--- config.mk ---
export PLATFORM = sky130hd
export DESIGN_NAME = cplx_corr_stats
export DESIGN_NICKNAME = d
export VERILOG_FILES = /design/src/rtl/cplx_corr_stats.sv
export SDC_FILE = /design/constraint.sdc
export NUM_CORES = 1
export LEC_CHECK = 0
export BUFFER_PORTS_ARGS = -buffer_cell sky130_fd_sc_hd__buf_2
export CORE_ASPECT_RATIO = 2
export CORE_UTILIZATION = 35
export CTS_BUF_LIST = sky130_fd_sc_hd__clkbuf_8
export DETAILED_ROUTE_END_ITERATION = 6
export SLEW_MARGIN = 15
export SYNTH_ARGS = -nofsm -noshare
export SYNTH_HDL_FRONTEND = slang
export SYNTH_SLANG_ARGS = --single-unit
--- constraint.sdc ---
create_clock -name clk -period 13 [get_ports clk]
set_clock_uncertainty 0.05 [all_clocks]
set_input_delay 1.95 -clock clk [delete_from_list [all_inputs] [get_ports clk]]
set_output_delay 1.95 -clock clk [all_outputs]
set_load 0.05 [all_outputs]
--- src/rtl/cplx_corr_stats.sv ---
// Two-mode burst processor: complex linear correlation conj(A)*B of two N-term
// vectors (mode 0) or max/min/range of all nibbles in a burst (mode 1).
module cplx_corr_stats #(
    parameter  int DW = 8,
    parameter  int N  = 2,
    localparam int RW = 2*DW + $clog2(2*N),
    localparam int OW = 2*RW
) (
    input  logic            clk,
    input  logic            rst_n,
    input  logic            in_valid,
    input  logic            in_mode,
    input  logic [2*DW-1:0] in,
    output logic            in_ready,
    output logic            out_valid,
    input  logic            out_ready,
    output logic [OW-1:0]   out,
    output logic            out_last,
    output logic            err
);

    localparam int BW   = 2*DW;
    localparam int NB   = 2*N;
    localparam int NW   = 2*N - 1;
    localparam int CW   = $clog2(NB + 2);
    localparam int IW   = $clog2(N + 1);
    localparam int XW   = $clog2(NB) + 1;
    localparam int NNIB = BW / 4;

    localparam logic [CW-1:0] CNT_FULL = CW'(NB);
    localparam logic [CW-1:0] CNT_SAT  = CW'(NB + 1);
    localparam logic [IW-1:0] I_LAST   = IW'(N - 1);

    typedef enum logic [1:0] {S_IDLE, S_LOAD, S_CALC, S_OUT} state_t;
    state_t state, state_nxt;

    logic                 mode;
    logic [CW-1:0]        cnt;
    logic [BW-1:0]        beat_buf [NB];
    logic [IW-1:0]        ci, cj;
    logic signed [RW-1:0] acc_re [NW];
    logic signed [RW-1:0] acc_im [NW];
    logic [3:0]           st_max, st_min;
    logic [3:0]           st_max_nxt, st_min_nxt;
    logic [XW-1:0]        oidx;
    logic [XW-1:0]        oidx_last;

    // Running nibble statistics including the current beat.
    always_comb begin
        st_max_nxt = st_max;
        st_min_nxt = st_min;
        for (int unsigned q = 0; q < NNIB; q++) begin
            if (in[q*4 +: 4] > st_max_nxt) st_max_nxt = in[q*4 +: 4];
            if (in[q*4 +: 4] < st_min_nxt) st_min_nxt = in[q*4 +: 4];
        end
    end

    logic [BW-1:0] a_sel, b_sel;
    always_comb begin
        a_sel = '0;
        b_sel = '0;
        for (int unsigned m = 0; m < N; m++) begin
            if (ci == IW'(m)) a_sel = beat_buf[m];
            if (cj == IW'(m)) b_sel = beat_buf[N + m];
        end
    end

    logic signed [DW-1:0] ar, ai, br, bi;
    logic signed [BW-1:0] p_rr, p_ii, p_ri, p_ir;
    logic signed [RW-1:0] t_re, t_im;

    assign ar   = a_sel[BW-1:DW];
    assign ai   = a_sel[DW-1:0];
    assign br   = b_sel[BW-1:DW];
    assign bi   = b_sel[DW-1:0];
    assign p_rr = ar * br;
    assign p_ii = ai * bi;
    assign p_ri = ar * bi;
    assign p_ir = ai * br;
    assign t_re = {{(RW-BW){p_rr[BW-1]}}, p_rr} + {{(RW-BW){p_ii[BW-1]}}, p_ii};
    assign t_im = {{(RW-BW){p_ri[BW-1]}}, p_ri} - {{(RW-BW){p_ir[BW-1]}}, p_ir};

    assign oidx_last = mode ? XW'(2) : XW'(NW - 1);

    always_ff @(posedge clk or negedge rst_n) begin
        if (!rst_n) state <= S_IDLE;
        else        state <= state_nxt;
    end

    always_comb begin
        state_nxt = state;
        err       = 1'b0;
        in_ready  = 1'b0;
        out_valid = 1'b0;
        out_last  = 1'b0;
        case (state)
            S_IDLE: begin
                in_ready = 1'b1;
                if (in_valid) state_nxt = S_LOAD;
            end
            S_LOAD: begin
                in_ready = 1'b1;
                if (!in_valid) begin
                    if (mode)                  state_nxt = S_OUT;
                    else if (cnt == CNT_FULL)  state_nxt = S_CALC;
                    else begin
                        err       = 1'b1;
                        state_nxt = S_IDLE;
                    end
                end
            end
            S_CALC: begin
                if (ci == I_LAST && cj == I_LAST) state_nxt = S_OUT;
            end
            S_OUT: begin
                out_valid = 1'b1;
                out_last  = (oidx == oidx_last);
                if (out_ready && out_last) state_nxt = S_IDLE;
            end
            default: state_nxt = S_IDLE;
        endcase
    end

    always_comb begin
        out = '0;
        if (state == S_OUT) begin
            if (mode) begin
                if (oidx == XW'(0))      out = OW'(st_max);
                else if (oidx == XW'(1)) out = OW'(st_min);
                else                     out = OW'(st_max - st_min);
            end else begin
                for (int unsigned m = 0; m < NW; m++)
                    if (oidx == XW'(m)) out = {acc_re[m], acc_im[m]};
            end
        end
    end

    always_ff @(posedge clk or negedge rst_n) begin
        if (!rst_n) begin
            mode   <= 1'b0;
            cnt    <= '0;
            ci     <= '0;
            cj     <= '0;
            oidx   <= '0;
            st_max <= 4'd0;
            st_min <= 4'd15;
            for (int unsigned m = 0; m < NB; m++) beat_buf[m] <= '0;
            for (int unsigned m = 0; m < NW; m++) begin
                acc_re[m] <= '0;
                acc_im[m] <= '0;
            end
        end else begin
            case (state)
                S_IDLE: begin
                    if (in_valid) begin
                        mode <= in_mode;
                        cnt  <= CW'(1);
                        if (in_mode) begin
                            st_max <= st_max_nxt;
                            st_min <= st_min_nxt;
                        end else begin
                            beat_buf[0] <= in;
                        end
                    end
                end
                S_LOAD: begin
                    if (in_valid) begin
                        if (mode) begin
                            st_max <= st_max_nxt;
                            st_min <= st_min_nxt;
                        end else begin
                            for (int unsigned m = 0; m < NB; m++)
                                if (cnt == CW'(m)) beat_buf[m] <= in;
                            // Saturate one past full so over-long bursts still flag err.
                            if (cnt != CNT_SAT) cnt <= cnt + CW'(1);
                        end
                    end else begin
                        cnt <= '0;
                        if (!mode) begin
                            if (cnt == CNT_FULL) begin
                                ci <= '0;
                                cj <= '0;
                                for (int unsigned m = 0; m < NW; m++) begin
                                    acc_re[m] <= '0;
                                    acc_im[m] <= '0;
                                end
                            end else begin
                                for (int unsigned m = 0; m < NB; m++) beat_buf[m] <= '0;
                            end
                        end
                    end
                end
                S_CALC: begin
                    for (int unsigned m = 0; m < NW; m++) begin
                        if (int'(ci) + int'(cj) == int'(m)) begin
                            acc_re[m] <= acc_re[m] + t_re;
                            acc_im[m] <= acc_im[m] + t_im;
                        end
                    end
                    if (cj == I_LAST) begin
                        cj <= '0;
                        ci <= ci + IW'(1);
                    end else begin
                        cj <= cj + IW'(1);
                    end
                end
                S_OUT: begin
                    if (out_ready) begin
                        if (oidx == oidx_last) begin
                            oidx   <= '0;
                            st_max <= 4'd0;
                            st_min <= 4'd15;
                        end else begin
                            oidx <= oidx + XW'(1);
                        end
                    end
                end
                default: ;
            endcase
        end
    end

endmodule
---- Word level (Yosys, flattened, before mapping) ----
Index checks and enable logic that the tools add are counted.
storage, ports and cells
  output and inout bits ................... 40
  register bits after elaboration ......... 193
cells by class
  bitwise logic cells ..................... 1
  multiplexer cells ....................... 82
  equal/unequal tests ..................... 38
  add/subtract/negate cells ............... 14
  magnitude comparators ................... 8
  multipliers ............................. 4
  reduce and logical (&&, ||, !) cells .... 26
operator list
  kind                                                               count
  64-bit two-way mux                                                 4
  36-bit two-way mux                                                 7
  54-bit one-hot mux with 2 select lines                             2
  54-bit two-way mux                                                 3
  16-bit two-way mux                                                 10
  18-bit by 17-bit adder with 18-bit output                          6
  18-bit two-way mux                                                 6
  4-bit two-way mux                                                  20
  8-bit by 8-bit multiplier with 16-bit output                       4
  32-bit by 2-bit == test with 1-bit output (second input constant)  1
  32-bit logical NOT                                                 1
  2-bit inequality test (second input constant)                      16
  16-bit one-hot mux with 2 select lines                             1
  4-bit one-hot mux with 3 select lines                              2
  4-bit AND reduction                                                6
  2-bit two-way mux                                                  11
  5-bit AND reduction                                                4
  16-bit by 16-bit adder with 17-bit output                          1
  16-bit by 16-bit subtractor with 17-bit output                     1
  4-bit > comparator                                                 4
  4-bit less-than comparator                                         4
  3-bit two-way mux                                                  5
  3-bit inequality test (second input constant)                      5
  3-bit by 2-bit == test with 1-bit output (second input constant)   4
  other kinds (23)                                                   45

---- Depth between registers and ports, before layout ----
Gate-level depths: netlist of the first run.
  depth after elaboration ................. 11
  gate-level depth with buffers ........... 37
  mapped depth without buffers ............ 36

---- Least setup slack after synthesis of the first run ----
OpenSTA, ideal clock, no wires.
  kind .................................... reg-to-reg
  start point ............................. register ci[1]
  end point ............................... register acc_re[17] (netlist bit)
  data required time ...................... 12.822 ns
  cell stages (with the launch flop) ...... 35
  setup slack ............................. 5.256 ns
  buffers on the path ..................... 3
  period minus slack after synthesis ...... 7.744 ns
  arrival time ............................ 7.566 ns
  library setup time ...................... 0.128 ns
  cell sequence ........................... dfrtp_1 -> inv_1 -> ha_1 -> clkbuf_1 -> buf_1 -> o21a_1 -> clkbuf_1 -> nor2_1 -> fa_1 -> inv_1 -> fa_1 -> inv_1 -> fa_1 -> fa_1 -> fa_1 -> inv_1 -> fa_1 -> inv_1 -> ha_1 -> o21a_1 -> o31ai_1 -> nand2b_1 -> a21oi_1 -> xnor2_1 -> ha_1 -> a21o_1 -> a21oi_1 -> o211ai_1 -> a31oi_1 -> nor2b_1 -> o21ai_1 -> o21ai_0 -> xnor2_1 -> a21oi_1 -> o22ai_1
between the ends
  word-level cells in the longest chain between the ends .. 8
RTL lines
  item                                                                    RTL line  text
  start, declared                                                         40        logic [IW-1:0] ci, cj;
  start signal, assigned                                                  202       ci <= ci + IW'(1);
  2-bit logical NOT                                                       63        if (ci == IW'(m)) a_sel = beat_buf[m];
  16-bit two-way mux (2 in a row)                                         63
  8-bit by 8-bit multiplier with 16-bit output, on equally long branches  76, 77
  16-bit by 16-bit adder with 17-bit output                               80        assign t_re = {{(RW-BW){p_rr[BW-1]}}, p_rr} + {{(RW-BW){p_ii[BW-1]}}, p_ii};
  18-bit by 17-bit adder with 18-bit output                               196       acc_re[m] <= acc_re[m] + t_re;
  18-bit two-way mux                                                      195       if (int'(ci) + int'(cj) == int'(m)) begin
  54-bit one-hot mux with 2 select lines                                  153       case (state)
  end signal, assigned by index                                           196
  end, declared                                                           41        logic signed [RW-1:0] acc_re [NW];
Several ways; a longest one is shown, not always the timed one. The select of a mux whose other input is x is not followed.
A chain may end at the register's enable or synchronous reset.

---- Worst setup path after layout of the first run ----
  start point ............................. register ci[1]
  end point ............................... register acc_re[35] (netlist bit)
The elaborated chain is that of the path after synthesis.

==> results of run 1 <==
cells in the mapped netlist, drive strengths merged, types with 28 or more instances:
| cell type | instances |
|---|---|
| inv | 411 |
| ha | 256 |
| nand3 | 44 |
| o21ai | 190 |
| nor2 | 287 |
| o31ai | 33 |
| xor2 | 43 |
| nand2b | 33 |
| a221oi | 33 |
| mux2i | 28 |
| nand2 | 335 |
| fa | 287 |
| clkbuf | 91 |
| a21oi | 103 |
| dfrtp | 189 |
| a21o | 44 |
| mux2 | 40 |
| nor2b | 31 |
| xnor2 | 85 |
critical path: cells and delay by family (launching register included):
kind	cells	cell delay (ns)
adders and majority gates	9	4.48
AOI/OAI and AO/OA	9	1.38
and+or+nand+nor	5	1.14
buffers and inverters	5	0.83
xor gates and xnor gates	2	0.79
DFF	1	0.41
state kept, by name, summed over array words and instances (netlist names), named ones only:
register	count
acc_re	54
ci	2
st_min	4
acc_im	54
state	1
oidx	3
st_max	4
cj	2
mode	1
beat_buf	64
cnt	3
metrics by stage:
stage          area [µm²]  utilization, %  setup slack [ns]  cells
2_1_floorplan       24800               -              5.26   2832
3_3_place_gp        26200            37.4              4.11   3720
3_5_place_dp        26200            37.4              4.03   3720
4_1_cts             26600            38.0              3.92   3752
5_1_grt             26600            38.0              3.30   3753
6_report            26600            38.0              3.84   3753
worst paths after layout:
path | from | end | slack [ns] | cells past startpoint
max | ci[1] | acc_re[35] | 3.84 | 30
min | beat_buf[27] | beat_buf[27] | 0.44 | 2
max reg2reg | ci[1] | acc_re[35] | 3.84 | 30
min reg2reg | beat_buf[27] | beat_buf[27] | 0.44 | 2
max in group asynchronous | rst_n | oidx[0] | 10.09 | 2
min in group asynchronous | rst_n | acc_re[29] | 1.30 | 1
cell type report:
class                      count  share of cell area (%)
sequential                   193                    18.2
clock inverter                15                   0.715
timing repair buffer          92                    2.07
multi-input combinational   2119                    68.0
antenna                        1                 0.00941
tap                          903                    4.25
inverter                     413                    5.84
clock buffer                  17                   0.880
routing by layer:
layer	wire length (µm)	vias up	GRT usage, %
li1	-	9327	-
met1	26400	9906	22.0
met2	42200	540	42.2
met3	2610	231	2.46
met4	5770	4	16.1
met5	28	-	0
cells by family after synthesis:
| kind of cell | Yosys count | share of synthesized area, % |
|---|---|---|
| AND/OR/NAND/NOR | 813 | 14.1 |
| AO/OA/AOI/OAI | 567 | 14.9 |
| adder cells (fa/ha/maj) | 543 | 36.0 |
| buffers and inverters | 520 | 7.95 |
| flip-flops | 193 | 19.5 |
| XOR/XNOR | 128 | 4.65 |
| multiplexers | 68 | 2.94 |
==> impl_results.md, run 1 <==
* Setup TNS at 0 ns
* Num Clock Sinks at 193
* Nets@finish at 3400
* Worst Max-Slew Pin Slew at 1.24 ns
* Final setup fails at 0
* Post-synth top area share at 23.1%
* Multi-input logic area at 0.0181 mm²
* Async SR Flop Fraction at 100%
* Via count at 20000
* Most frequent cells in the layout: inv_1, nand2_1, fa_1, nor2_1, ha_1
* TritonCTS clock tree: built
* Detailed-route DRC error count at 0
* CP endpoint kind: register
* Global route overflow at 0
* Initial antenna violation count at 3
* Final Cycle Share at 70.5%
* First-pass GRT wire length at 121 mm
* Worst min-delay path class: reg2reg
* Largest net degree at the start of global routing at 75
* Clk_lat worst skew at 0.59 ns
* Ys Warns at 0
* Initial core utilization at 35.5%
* Area leader, netlist: fa_1
* WP data required at 13.44 ns
* Syn Inst Count at 2832
* Net count after synthesis at 3396
* Bufs on Longest Clock Path at 2
* Slowest stage delay, CP at 0.67 ns
* Commonest non-fill, non-tap cell in the layout: inv_1
* Avg Inst Size Synth at 8.77 µm²
* 1st-pass router iterations at 5
* Proportion of layout cells with a drive suffix above 1 at 7.41%
* I/O Buffers at 60
* Hold Slack at 0.439 ns
* CP most frequent cell: fa_1
* Slew Limit Fails at 0
* Clock root buffer: clkbuf_8
* P&R area growth vs syn at 7.01%
* Gr usage total at 22.2%
* DRT antenna net count at 0
* Maxcap violations at 0
* Cell Area, Synth at 0.0248 mm²
* Dpl hpwl at 63.0 mm
* Core Box Area at 0.0699 mm²
* Final Routed Wirelength at 77.0 mm
* Reg clk slew, reported paths at 0.13 ns
* CP startpoint kind: register
* Data arrival, critical path at 9.60 ns
* TritonCTS buffer count at 17
* Die ar. at 0.0721 mm²
* Synth cell types at 84
* WL/cell at 20.5 µm
* CTS resizes at 0
* Via density at 5.33
* Final hold violations at 0
* Synthesized flop and latch total at 193
* Relative slew slack at 15.1%
* Count of flip-flops with a built-in enable after synthesis at 0
* Post-CTS Setup Inserts at 0
* Hold_buf cts at 0
* Final min period at 9.16 ns
* Die W at 190 µm
* Largest cells by area after synthesis: fa_1, dfrtp_1, ha_1
* Top FF cell, synth: dfrtp_1
* Max Clk Rate at 0.109 GHz
* FF/Latch Area at 0.00484 mm²
* Vias in the first global route at 21400
* Layout fillers at 7294
* RSZ-0062 raised after global routing: false
* Status: complete, no violations
* Max Fanout on Critical Path at 24
* Final GP Congestion at 0.981
* IO Count at 61
* First-iteration detailed-routing DRC count at 1097
* Sequential share of the synthesized area at 19.5%
* Critical path's slowest cell: ha_1
* WS Path Type: reg2reg
* Rows at 137
* Die Ht at 379 µm
* # H-tree levels at 4
Power of run 1 is left out: the tool's default activity adds up to more than one toggle a clock period on the data nets, which glitch-free logic cannot reach.
==> run 2, diff against run 1 <==
- clock period: 13 -> 8.25 ns (I/O delays scaled with it)
==> run 2 against run 1 <==
Against the previous run: cell count is 2.4% higher; critical path type unchanged; flip-flop and latch count stayed put; critical path depth rose by 2; largest cell class unchanged; highest routed layer unchanged; non-clock buffer count grew 89; wire length grew 3.3%; die area unchanged; first-iteration DRC count decreased by 2.0%; clock-buffer cell count did not move; setup slack worse by 3.5 ns.
==> impl_results.md, run 2 (synthesis results as in run 1) <==
* Met2 routed WL at 43.4 mm (was 42.2 mm)
* Clock root buffer: clkbuf_8 (unchanged)
* Hold_sp: beat_buf[6] (was beat_buf[27])
* IO Count at 61 (unchanged)
* Relative slew slack at 20.3% (was 15.1%)
* Worst min-delay path class: reg2reg (unchanged)
* Bufs on Longest Clock Path at 2 (unchanged)
* TritonCTS clock tree: built (unchanged)
* Final GP Congestion at 1.05 (was 0.981)
* DR WL met3 at 2.65 mm (was 2.61 mm)
* Initial antenna violation count at 3 (unchanged)
* Die Ht at 379 µm (unchanged)
* Final Routed Wirelength at 79.6 mm (was 77.0 mm)
* TritonCTS buffer count at 17 (unchanged)
* P&R area growth vs syn at 11.0% (was 7.01%)
* Num Clock Sinks at 193 (unchanged)
* WL/cell at 20.7 µm (was 20.5 µm)
* 1st-pass router iterations at 5 (unchanged)
* Post-route cell area at 0.0276 mm² (was 0.0266 mm²)
* Proportion of layout cells with a drive suffix above 1 at 11.7% (was 7.41%)
* Maxcap violations at 0 (unchanged)
* Setup TNS at 0 ns (unchanged)
* Final min period at 7.92 ns (was 9.16 ns)
* Slew Limit Fails at 0 (unchanged)
* Initial core utilization at 35.5% (unchanged)
* Most flops, register: beat_buf (unchanged)
* Max Fanout on Critical Path at 15 (was 24)
* First-pass GRT wire length at 124 mm (was 121 mm)
* Final setup fails at 0 (unchanged)
* First-iteration detailed-routing DRC count at 1075 (was 1097)
* WS Path Type: reg2reg (unchanged)
* Largest net degree at the start of global routing at 139 (was 75)
* Dpl hpwl at 64.8 mm (was 63.0 mm)
* WP data required at 8.70 ns (was 13.44 ns)
* Vias in the first global route at 21900 (was 21400)
* Die ar. at 0.0721 mm² (unchanged)
* Slowest stage delay, CP at 0.55 ns (was 0.67 ns)
* Non-filler cells in the finished layout at 3842 (was 3753)
* Die W at 190 µm (unchanged)
* DRT antenna net count at 0 (unchanged)
* Setup ws final at 0.327 ns (was 3.84 ns)
* I/O Buffers at 60 (unchanged)
* Hold_buf cts at 0 (unchanged)
* CP endpoint kind: register (unchanged)
* Most frequent cells in the layout: inv_1, nand2_1, fa_1, nor2_1, ha_1 (unchanged)
* Data arrival, critical path at 8.37 ns (was 9.60 ns)
* Max FFs per register at 64 (unchanged)
* Commonest non-fill, non-tap cell in the layout: inv_1 (unchanged)
* Placed cells at 3798 (was 3720)
* Final hold violations at 0 (unchanged)
* Worst Max-Slew Pin Slew at 1.19 ns (was 1.24 ns)
* Global route overflow at 0 (unchanged)
* Gr usage total at 23.0% (was 22.2%)
* Core Box Area at 0.0699 mm² (unchanged)
* Detailed-route DRC error count at 0 (unchanged)
* Leading registers by flop count: beat_buf x64, acc_im x54, acc_re x54 (unchanged)
* Top routing layer used: met5 (unchanged)
* Final Cycle Share at 96.0% (was 70.5%)
* CP Launch Point: ci[0] (was ci[1])
* Clk_lat worst skew at 0.58 ns (was 0.59 ns)
* Via count at 20400 (was 20000)
* Max Clk Rate at 0.126 GHz (was 0.109 GHz)
* WL met1 at 27.2 mm (was 26.4 mm)
* Worst r2r src: ci[0] (was ci[1])
* Rows at 137 (unchanged)
* # H-tree levels at 4 (unchanged)
* CP startpoint kind: register (unchanged)
* Status: complete, no violations (unchanged)
* Pre-CTS setup slack at -0.0563 ns (was 4.03 ns)
* Reg clk slew, reported paths at 0.13 ns (about the same)
* Placed cell areas at 0.0268 mm² (was 0.0262 mm²)
* Via density at 5.31 (was 5.33)
* Nets@finish at 3489 (was 3400)
* Critical path's slowest cell: fa_1 (was ha_1)
==> run 2: changes by cell type in the layout (fill, tap and decap cells not counted), sizes merged <==
cell / change
buf: +88
bufinv: +1
clkbuf: +1
clkinv: -4
clkinvlp: +2
inv: +1
==> run 2: area by class of cell <==
type,instances,area [µm²]
fillers,7233,42400
multi-input cells,2119,18300
flip-flops and latches,193,4840
inverters,413,1550
repair buffers,181,1300
well taps,903,1130
clock buffers,17,234
clock inverters,15,165
diodes,1,2.50
==> run 2: layer usage <==
metal | global-route usage (%) | vias up
met3 | 3.02 | 279
li1 | - | 9490
met2 | 43.3 | 565
met5 | 0 | -
met1 | 22.9 | 10000
met4 | 16.3 | 4
==> run 2: worst max-delay path: cells and delay by family, from the launching register on <==
family / cells / cell delay (ns)
fa+ha+maj: 9 / 3.94
compound gates: 8 / 1.17
simple gates: 6 / 1.10
buf+inv: 7 / 0.64
xor+xnor: 2 / 0.49
flops: 1 / 0.43
==> run 2: what timing repair did <==
item / in CTS / in global routing
cloned: 0 / 1
endpoints found under the setup margin: 5 / 28
buffers inserted: 0 / 10
pin swaps: 0 / 14
gates resized for setup: 3 / 53
==> run 2: final timing paths <==
| check | cells after the start | slack [ns] | end |
|---|---|---|---|
| max | 32 | 0.33 | acc_re[53] |
| min | 2 | 0.44 | beat_buf[6] |
| max reg2reg | 32 | 0.33 | acc_re[53] |
| min reg2reg | 2 | 0.44 | beat_buf[6] |
| max in group asynchronous | 2 | 6.17 | ci[0] |
| min in group asynchronous | 1 | 0.57 | acc_re[28] |
==> run 2: per-stage QoR <==
stage | utilization (%) | hold WS [ns]
finish | 39.4 | 0.437
global route | 39.4 | 0.470
global placement | 38.3 | 0.408
detailed placement | 38.3 | 0.416
floorplan | - | 0.394
CTS | 38.9 | 0.443
Power of run 2 is left out for the same reason.
==> run 3, diff against run 2 <==
- ABC_AREA: not set -> 1
==> run 3 against run 2 <==
Against the previous run: first-iteration DRC count down 2.4%; synthesized cell count up 19%; global-route usage down 0.33 points; maximum frequency up 1.2%; clock-buffer cell count unchanged; setup slack better by 0.091 ns; non-clock buffer count down 27; critical path depth up 6; core utilization down 0.21 points; wire length up 1.6%; via count up 7.4%; critical endpoint is now acc_im[17].
==> impl_results.md, run 3 <==
* Status: complete, no violations (unchanged)
* Num Clock Sinks at 193 (unchanged)
* Layout fillers at 7687 (was 7233)
* Top FF cell, synth: dfrtp_1 (unchanged)
* Core Box Area at 0.0720 mm² (was 0.0699 mm²)
* Critical path's slowest cell: fa_1 (unchanged)
* Initial antenna violation count at 2 (was 3)
* Setup TNS at 0 ns (unchanged)
* Bufs on Longest Clock Path at 2 (unchanged)
* Cell Area, Synth at 0.0256 mm² (was 0.0248 mm²)
* Global route overflow at 0 (unchanged)
* Largest net degree at the start of global routing at 133 (was 139)
* TritonCTS buffer count at 17 (unchanged)
* Most numerous cell in the Yosys netlist: inv_1 (unchanged)
* Final setup fails at 0 (unchanged)
* Data arrival, critical path at 8.29 ns (was 8.37 ns)
* Ys Warns at 0 (unchanged)
* Worst Max-Slew Pin Slew at 1.10 ns (was 1.19 ns)
* Avg Inst Size Synth at 7.60 µm² (was 8.77 µm²)
* # H-tree levels at 4 (unchanged)
* Multi-input logic area at 0.0177 mm² (was 0.0183 mm²)
* Proportion of layout cells with a drive suffix above 1 at 8.91% (was 11.7%)
* Non-filler cells in the finished layout at 4375 (was 3842)
* Nets@finish at 4009 (was 3489)
* Via count at 21900 (was 20400)
* CP startpoint kind: register (unchanged)
* Detailed-route DRC error count at 0 (unchanged)
* Max Fanout on Critical Path at 16 (was 15)
* First-pass GRT wire length at 127 mm (was 124 mm)
* Most frequent cells in the layout: inv_1, nand2_1, fa_1, o21ai_0, ha_1 (was inv_1, nand2_1, fa_1, nor2_1, ha_1)
* Placed cells at 4336 (was 3798)
* CP most frequent cell: nand2_1
* Gr usage total at 22.7% (was 23.0%)
* WP data required at 8.71 ns (was 8.70 ns)
* Slowest stage delay, CP at 0.52 ns (was 0.55 ns)
* Syn Inst Count at 3360 (was 2832)
* Relative slew slack at 26.8% (was 20.3%)
* I/O Buffers at 60 (unchanged)
* FF/Latch Area at 0.00484 mm² (about the same)
* First-iteration detailed-routing DRC count at 1049 (was 1075)
* IO Count at 61 (unchanged)
* Hold_buf cts at 0 (unchanged)
* WL/cell at 18.5 µm (was 20.7 µm)
* Count of flip-flops with a built-in enable after synthesis at 0 (unchanged)
* Clock root buffer: clkbuf_8 (unchanged)
* Maxcap violations at 0 (unchanged)
* Area leader, netlist: fa_1 (unchanged)
* Largest cells by area after synthesis: fa_1, dfrtp_1, ha_1 (unchanged)
* Worst min-delay path class: reg2reg (unchanged)
* Dpl hpwl at 67.1 mm (was 64.8 mm)
* Rows at 139 (was 137)
* Die Ht at 384 µm (was 379 µm)
* Slew Limit Fails at 0 (unchanged)
* Clk_lat worst skew at 0.59 ns (was 0.58 ns)
* Vias in the first global route at 23200 (was 21900)
* Synth cell count leaders: inv_1, nand2_1, fa_1 (unchanged)
* Sequential share of the synthesized area at 18.9% (was 19.5%)
* Die ar. at 0.0742 mm² (was 0.0721 mm²)
* Synthesized flop and latch total at 193 (unchanged)
* Final hold violations at 0 (unchanged)
* Most flops, register: beat_buf (unchanged)
* Max Clk Rate at 0.128 GHz (was 0.126 GHz)
* Async SR Flop Fraction at 100% (unchanged)
* P&R area growth vs syn at 10.5% (was 11.0%)
* Final Routed Wirelength at 80.8 mm (was 79.6 mm)
* TritonCTS clock tree: built (unchanged)
* Net count after synthesis at 3924 (was 3396)
* DRT antenna net count at 0 (unchanged)
* Reg clk slew, reported paths at 0.13 ns (about the same)
* Max FFs per register at 64 (unchanged)
* 1st-pass router iterations at 6 (was 5)
* Final Cycle Share at 94.9% (was 96.0%)
* Leading registers by flop count: beat_buf x64, acc_im x54, acc_re x54 (unchanged)
* WS Path Type: reg2reg (unchanged)
* Synth cell types at 58 (was 84)
* Via density at 5.00 (was 5.31)
* Final min period at 7.83 ns (was 7.92 ns)
* Die W at 193 µm (was 190 µm)
* Commonest non-fill, non-tap cell in the layout: inv_1 (unchanged)
* Initial core utilization at 35.5% (about the same)
* RSZ-0062 raised after global routing: false
* Final GP Congestion at 0.923 (was 1.05)
* CP endpoint kind: register (unchanged)
* Post-synth top area share at 22.5% (was 23.1%)
run 3: changes by cell type after synthesis, moves of 40 or more:
| cell | change |
|---|---|
| a21oi_1 | +57 |
| o21ai_0 | +135 |
| nand2_1 | +403 |
| nor2_1 | -119 |
| xnor2_1 | -50 |
| inv_1 | +386 |
| a21o_1 | -41 |
| mux2_2 | -40 |
run 3: worst max-delay path, delay by kind of cell, from the launching register on:
kind | cells | cell delay, ns
flops | 1 | 0.46
buf+inv | 8 | 0.80
compound gates | 6 | 1.09
fa+ha+maj | 9 | 3.86
simple gates | 14 | 1.22
xor+xnor | 1 | 0.25
run 3: metrics by stage:
stage | setup WS, ns | cell area, µm² | util (%) | hold slack, ns
2_1_floorplan | 0.404 | 25600 | - | 0.398
3_3_place_gp | 0.130 | 27400 | 38.0 | 0.415
3_5_place_dp | 0.0844 | 27400 | 38.0 | 0.419
4_1_cts | 0.0119 | 27800 | 38.7 | 0.450
5_1_grt | 0.00601 | 28200 | 39.2 | 0.483
6_report | 0.418 | 28200 | 39.2 | 0.451
run 3: layout make-up:
class	instances	area share, %
multi-input cells	2270	62.5
inverters	809	10.8
clock buffers	17	0.829
flip-flops and latches	193	17.1
diodes	1	0.00886
well taps	916	4.06
repair buffers	154	3.86
clock inverters	15	0.793
run 3: worst paths after layout:
path                              startpoint      endpoint  slack, ns  depth (start not counted)
worst min-delay path            beat_buf[26]  beat_buf[26]       0.45                          2
max in group asynchronous              rst_n         ci[0]       6.24                          2
min in group asynchronous              rst_n     acc_re[9]       0.58                          1
worst max register to register         ci[0]    acc_im[17]       0.42                         38
worst max-delay path                   ci[0]    acc_im[17]       0.42                         38
worst min register to register  beat_buf[26]  beat_buf[26]       0.45                          2
run 3: timing repair:
| action | CTS | global route |
|---|---|---|
| pin swaps | 0 | 16 |
| resized for setup | 1 | 72 |
| setup buffers | 0 | 6 |
| endpoints found under the setup margin | 1 | 28 |
run 3: per-layer routing:
layer  part of all wire (%)  track usage [%]
met5                  0.015                0
met4                    8.2             16.5
met3                    2.6             1.91
met2                     55             43.0
met1                     34             22.5
run 3: logic make-up after synthesis:
logic type      count (synthesis)  share of synthesized area (%)
simple gates                 1053                           16.6
flops                         193                           18.9
compound gates                599                           13.6
xor+xnor                       75                           2.60
fa+ha+maj                     543                           35.0
buf+inv                       897                           13.3
Power of run 3 is left out for the same reason.
